<file path="config.mk">
export PLATFORM = sky130hd
export DESIGN_NAME = fb_scanout
export DESIGN_NICKNAME = d
export VERILOG_FILES = /design/src/rtl/fb_scanout.sv
export SDC_FILE = /design/constraint.sdc
export NUM_CORES = 1
export LEC_CHECK = 0
export BUFFER_PORTS_ARGS = -buffer_cell sky130_fd_sc_hd__buf_2
export CAP_MARGIN = 20
export CORE_UTILIZATION = 49
export DETAILED_ROUTE_END_ITERATION = 8
export PLACE_DENSITY = 0.75
export SLEW_MARGIN = 0
export SYNTH_ARGS = -nofsm -noshare
export SYNTH_HDL_FRONTEND = slang
export SYNTH_SLANG_ARGS = --single-unit
</file>
<file path="constraint.sdc">
create_clock -name clk -period 1.8 [get_ports clk]
set_clock_uncertainty 0.05 [all_clocks]
set_input_delay 0.09 -clock clk [delete_from_list [all_inputs] [get_ports clk]]
set_output_delay 0.09 -clock clk [all_outputs]
set_load 0.02 [all_outputs]
</file>
<file path="src/rtl/fb_scanout.sv">
// fb_scanout: raster timing generator and upscaling framebuffer scanout.
// Produces RGB565 video with hsync/vsync/de, one pixel of output latency,
// fetching one framebuffer texel per in-window pixel tick.
module fb_scanout #(
  parameter int unsigned H_ACTIVE   = 640,
  parameter int unsigned H_FP       = 16,
  parameter int unsigned H_SYNC     = 96,
  parameter int unsigned H_BP       = 48,
  parameter int unsigned V_ACTIVE   = 480,
  parameter int unsigned V_FP       = 10,
  parameter int unsigned V_SYNC     = 2,
  parameter int unsigned V_BP       = 33,
  parameter bit          SYNC_POL   = 1'b0,
  parameter int unsigned CLK_DIV    = 4,
  parameter int unsigned FB_WIDTH   = 64,
  parameter int unsigned FB_HEIGHT  = 64,
  parameter int unsigned SCALE_LOG2 = 2,
  parameter int unsigned X_OFFSET   = 192,
  parameter int unsigned Y_OFFSET   = 112
) (
  input  logic                         clk,
  input  logic                         rst,
  input  logic                         scan_enable,
  input  logic [15:0]                  border_color,
  output logic [$clog2(FB_WIDTH)-1:0]  fb_read_x,
  output logic [$clog2(FB_HEIGHT)-1:0] fb_read_y,
  output logic                         fb_read_en,
  input  logic [15:0]                  fb_read_data,
  input  logic                         fb_read_valid,
  output logic [15:0]                  vid_rgb,
  output logic                         vid_hsync,
  output logic                         vid_vsync,
  output logic                         vid_de,
  output logic                         frame_start,
  output logic                         underrun,
  input  logic                         underrun_clear
);

  localparam int unsigned H_TOTAL = H_ACTIVE + H_FP + H_SYNC + H_BP;
  localparam int unsigned V_TOTAL = V_ACTIVE + V_FP + V_SYNC + V_BP;
  localparam int unsigned HW      = $clog2(H_TOTAL);
  localparam int unsigned VW      = $clog2(V_TOTAL);
  localparam int unsigned DW      = (CLK_DIV > 2) ? $clog2(CLK_DIV) : 1;
  localparam int unsigned XW      = $clog2(FB_WIDTH);
  localparam int unsigned YW      = $clog2(FB_HEIGHT);
  localparam int unsigned WIN_W   = FB_WIDTH << SCALE_LOG2;
  localparam int unsigned WIN_H   = FB_HEIGHT << SCALE_LOG2;

  logic [DW-1:0] div_cnt;
  logic [HW-1:0] h_cnt;
  logic [VW-1:0] v_cnt;
  int unsigned   hu, vu;
  logic          tick;
  logic          active, hs_on, vs_on, in_win, at_origin;
  logic [HW-1:0] dx;
  logic [VW-1:0] dy;

  // Decoded attributes of the pixel to be presented at the next tick.
  logic          p_active, p_hs, p_vs, p_win, p_origin;
  logic          pending;
  logic [15:0]   hold;
  logic [15:0]   pix;
  logic          miss;

  // Region decode of the current raster position and fetch address.
  always_comb begin
    hu        = 32'(h_cnt);
    vu        = 32'(v_cnt);
    tick      = (div_cnt == '0);
    active    = (hu < H_ACTIVE) && (vu < V_ACTIVE);
    hs_on     = (hu >= H_ACTIVE + H_FP) && (hu < H_ACTIVE + H_FP + H_SYNC);
    vs_on     = (vu >= V_ACTIVE + V_FP) && (vu < V_ACTIVE + V_FP + V_SYNC);
    in_win    = active && (hu >= X_OFFSET) && (hu < X_OFFSET + WIN_W)
                       && (vu >= Y_OFFSET) && (vu < Y_OFFSET + WIN_H);
    at_origin = (h_cnt == '0) && (v_cnt == '0);
    dx        = h_cnt - HW'(X_OFFSET);
    dy        = v_cnt - VW'(Y_OFFSET);
    // Read data arriving in the very cycle of the next tick (CLK_DIV=2) is
    // forwarded straight to the output rather than missed.
    pix       = (pending && fb_read_valid) ? fb_read_data : hold;
    miss      = scan_enable && tick && p_win && pending && !fb_read_valid;
  end

  // Timing counters, fetch issue, read capture and registered video outputs.
  always_ff @(posedge clk) begin
    if (rst || !scan_enable) begin
      div_cnt     <= '0;
      h_cnt       <= '0;
      v_cnt       <= '0;
      p_active    <= 1'b0;
      p_hs        <= 1'b0;
      p_vs        <= 1'b0;
      p_win       <= 1'b0;
      p_origin    <= 1'b0;
      pending     <= 1'b0;
      hold        <= '0;
      fb_read_en  <= 1'b0;
      fb_read_x   <= '0;
      fb_read_y   <= '0;
      vid_rgb     <= '0;
      vid_de      <= 1'b0;
      vid_hsync   <= ~SYNC_POL;
      vid_vsync   <= ~SYNC_POL;
      frame_start <= 1'b0;
    end else begin
      fb_read_en  <= 1'b0;
      frame_start <= 1'b0;
      div_cnt     <= (32'(div_cnt) == CLK_DIV - 1) ? '0 : div_cnt + DW'(1);
      if (pending && fb_read_valid) begin
        hold    <= fb_read_data;
        pending <= 1'b0;
      end
      if (tick) begin
        if (hu == H_TOTAL - 1) begin
          h_cnt <= '0;
          v_cnt <= (vu == V_TOTAL - 1) ? '0 : v_cnt + VW'(1);
        end else begin
          h_cnt <= h_cnt + HW'(1);
        end
        vid_de      <= p_active;
        vid_rgb     <= p_win ? pix : (p_active ? border_color : '0);
        vid_hsync   <= p_hs ? SYNC_POL : ~SYNC_POL;
        vid_vsync   <= p_vs ? SYNC_POL : ~SYNC_POL;
        frame_start <= p_origin;
        p_active    <= active;
        p_hs        <= hs_on;
        p_vs        <= vs_on;
        p_win       <= in_win;
        p_origin    <= at_origin;
        pending     <= in_win;
        hold        <= '0;
        if (in_win) begin
          fb_read_en <= 1'b1;
          fb_read_x  <= XW'(dx >> SCALE_LOG2);
          fb_read_y  <= YW'(dy >> SCALE_LOG2);
        end
      end
    end
  end

  // Sticky underrun flag; a miss in the same cycle as a clear keeps it set.
  always_ff @(posedge clk) begin
    if (rst) begin
      underrun <= 1'b0;
    end else if (miss) begin
      underrun <= 1'b1;
    end else if (underrun_clear) begin
      underrun <= 1'b0;
    end
  end

endmodule
</file>
==> impl_metrics.env <==
export IMPL_power_leakage_nw=2.170
export IMPL_track_usage_pct=25.23
export IMPL_crit_required_ns=2.04
export IMPL_synth_seq_cells=78
export IMPL_cp_num_buf_inv=1
export IMPL_rows=30
export IMPL_worst_pin_slew_ns=0.6739
export IMPL_seq_area_frac_synth_pct=44.44
export IMPL_critPathLaunch="div_cnt[0]$_SDFF_PP0_"
export IMPL_cp_cell_sequence="inv_1 -> ha_4 -> nand4_1 -> nor4_4 -> or3b_1 -> a21oi_1"
export IMPL_critPathSlowestCell="or3b_1"
export IMPL_cp_num_cells=6
export IMPL_syn_to_final_growth_pct=32.59
export IMPL_share_seq_of_total_power_pct=50.2
export IMPL_synth_area_leaders="dfxtp_1 (44%), a21oi_1 (5.6%), mux2i_1 (4.6%), ha_1 (4.3%), o211a_1 (4.3%)"
export IMPL_htreeDepth=3
export IMPL_design_area_um2=4658
export IMPL_placed_area_um2=4121
export IMPL_hold_viol_final=0
export IMPL_clkSinkCount=78
export IMPL_clkTransAtPathRegs_ns=0.08
export IMPL_async_reset_ff_share_pct=0
export IMPL_syn_inst=396
export IMPL_p_switching_mw=0.8415
export IMPL_boundaryPins=71
export IMPL_die_area_um2=7513
export IMPL_yosysWarnings=0
export IMPL_status="finished clean"
export IMPL_rrSetupSlack_ns=0.01
export IMPL_clock_power_share_pct=41.3
export IMPL_drt_initial_drc_count=149
export IMPL_syn_nets=445
export IMPL_io_buffers=70
export IMPL_die_x_um=86.68
export IMPL_grt_overflow_total=0
export IMPL_setup_slack_ns=0.01261
export IMPL_place_congestion=0.8839
export IMPL_die_h_um=86.68
export IMPL_endpoint_kind="flip-flop"
export IMPL_yosysUniqueCellTypes=49
export IMPL_netlist_top_cell_by_area="dfxtp_1"
export IMPL_placedCellCount=566
export IMPL_nNetsFinal=553
export IMPL_min_period_ns=1.787
export IMPL_drive_gt1_share_pct=29.67
export IMPL_antenna_diode_count=0
export IMPL_cts_path_max_buffers=2
export IMPL_crit_end="v_cnt[9]$_SDFFE_PP0P_"
export IMPL_clk_latency_ns=0.35
export IMPL_antenna_found_initial=0
export IMPL_cp_top_family="simple AND/OR/NAND/NOR gates"
export IMPL_path_class="reg2reg"
export IMPL_slew_violations=0
export IMPL_viasPerCell=5.405
export IMPL_drc=0
export IMPL_drv_cap=0
export IMPL_worstPathArrival_ns=2.03
export IMPL_critPathMaxFanout=5
export IMPL_max_stage_delay_ns=0.37
export IMPL_yosysMostFrequentCell="dfxtp_1"
export IMPL_finalSetupViolCount=0
export IMPL_internal_power_mw=2.671
export IMPL_power_frac_comb_pct=8.5
export IMPL_cts_buffers=9
export IMPL_place_ws_ns=-0.02951
export IMPL_wire_per_inst_um=15.14
export IMPL_grt_max_degree=23
export IMPL_dp_hpwl_mm=6.069
export IMPL_reg2reg_from="div_cnt[0]$_SDFF_PP0_"
export IMPL_initial_utilization_pct=51.15
export IMPL_core_um2=6869
export IMPL_wl_mm=9.159
export IMPL_finalCritPeriodShare_pct=99.30
export IMPL_whs_path_depth=4
export IMPL_cts_tree="yes"
export IMPL_p_total_mw=3.512
export IMPL_synthTopCellsByCount="dfxtp_1 (78), a21oi_1 (39), nor2_1 (33), nand2_1 (30), o21ai_0 (29)"
export IMPL_synth_edf_count=0
export IMPL_swShare_pct=23.96
export IMPL_hold_path_class="in2reg"
export IMPL_grt_pass1_wl_mm=14.75
export IMPL_route_vias_total=3270
export IMPL_layoutNonFillerInstCount=605
export IMPL_hold_slack_ns=0.03080
export IMPL_ir_drop_mv=0.3870
export IMPL_cts_root_buf="clkbuf_8"
export IMPL_firstDrtPassIters=4
export IMPL_powerDensity_nw_per_um2=753.9
export IMPL_r2r_end="v_cnt[9]$_SDFFE_PP0P_"
export IMPL_slew_limit_headroom_pct=54.87
export IMPL_start_kind="flip-flop"
export IMPL_ant_nets=0
export IMPL_reg2reg_depth=6
export IMPL_avgSynthCellArea_um2=8.872
export IMPL_synth_top_area_share_pct=44.44
export IMPL_netlist_area_um2=3513
export IMPL_fmax_mhz=559.5
export IMPL_synthFlopType="dfxtp_1"
export IMPL_grt_pass1_vias=3201
placed cells by master (no fill, tap or decap), drive strengths merged, types with 9 or more instances in the layout:
master | netlist | final
clkbuf | 20 | 9
nand2 | 30 | 30
o211a | 15 | 15
nand4 | 9 | 9
xnor2 | 12 | 12
nand3 | 18 | 18
dfxtp | 78 | 78
nor3 | 12 | 12
o21ai | 31 | 31
inv | 13 | 14
nor2 | 33 | 33
dlygate4sd3 | 0 | 18
ha | 12 | 12
mux2i | 16 | 16
a21oi | 39 | 39
buf | 12 | 111
how the worst min path moves through the flow:
| stage | end | slack [ns] | startpoint |
|---|---|---|---|
| after floorplan | underrun$_SDFFE_PP0P_ | 0.11 | rst |
| after global placement | underrun$_SDFFE_PP0P_ | 0.24 | rst |
| after detailed placement | underrun$_SDFFE_PP0P_ | 0.23 | rst |
| after CTS | vid_rgb[9]$_SDFFE_PP0N_ | 0.009 | border_color[9] |
| after global routing | hold[15]$_SDFF_PP0_ | 0.03 | fb_read_data[15] |
| final | vid_rgb[12]$_SDFFE_PP0N_ | 0.03 | border_color[12] |
worst reg2reg max path: cells and delay by family, from the launching register on:
family / cells / cell delay [ns]
AND/OR/NAND/NOR: 3 / 0.93
flip-flops: 1 / 0.33
adder cells (fa/ha/maj): 1 / 0.18
AO/OA/AOI/OAI: 1 / 0.15
buffers and inverters: 1 / 0.09
through the flow:
step,setup TNS (ns),utilization (%)
6_report,0,67.81
5_1_grt,-0.07323,67.81
4_1_cts,0,66.05
3_5_place_dp,-0.1155,60.00
3_3_place_gp,0,60.00
2_1_floorplan,0,-
timing repair:
item,4_1_cts,5_1_grt
hold buffers,18,0
endpoints found under the hold margin,17,0
buffers inserted,0,5
setup endpoints to repair,24,35
pin swaps,1,4
gates resized for setup,5,16
power by group through the flow:
| stage | sequential [mW] | clock (mW) | combinational, mW |
|---|---|---|---|
| 5_1_grt | 1.77 | 1.55 | 0.327 |
| 2_1_floorplan | 1.82 | 0 | 0.125 |
| 3_5_place_dp | 1.80 | 0 | 0.252 |
| 4_1_cts | 1.76 | 1.48 | 0.282 |
| 6_report | 1.76 | 1.45 | 0.300 |
| 3_3_place_gp | 1.80 | 0 | 0.246 |
cells by family after synthesis:
family	share of synthesized area, %
simple gates	19.37
compound gates	16.70
flops	44.44
buf+inv	5.591
xor+xnor	4.736
mux	4.879
fa+ha+maj	4.273
area by class of cell:
class / instances / area (µm²)
fillers: 547 / 2211
multi-input cells: 273 / 1846
flip-flops and latches: 78 / 1565
repair buffers: 129 / 854.6
clock buffers: 9 / 123.9
well taps: 96 / 120.1
clock inverters: 7 / 97.59
inverters: 13 / 51.30
routing by layer:
| layer | global-route usage (%) | wire length [µm] |
|---|---|---|
| met4 | 12.88 | 195 |
| met3 | 4.762 | 457 |
| met5 | 0 | 0 |
| met2 | 43.29 | 4372 |
| met1 | 30.12 | 4134 |
flip-flops by register name (all words and copies together) (netlist names):
signal       flops
p_origin         1
p_win            1
p_vs             1
vid_rgb         16
p_hs             1
pending          1
frame_start      1
vid_vsync        1
fb_read_en       1
underrun         1
fb_read_x        6
fb_read_y        6
hold            16
div_cnt          2
vid_de           1
p_active         1
h_cnt           10
v_cnt           10
vid_hsync        1
Power figures use the tool's default switching activity.
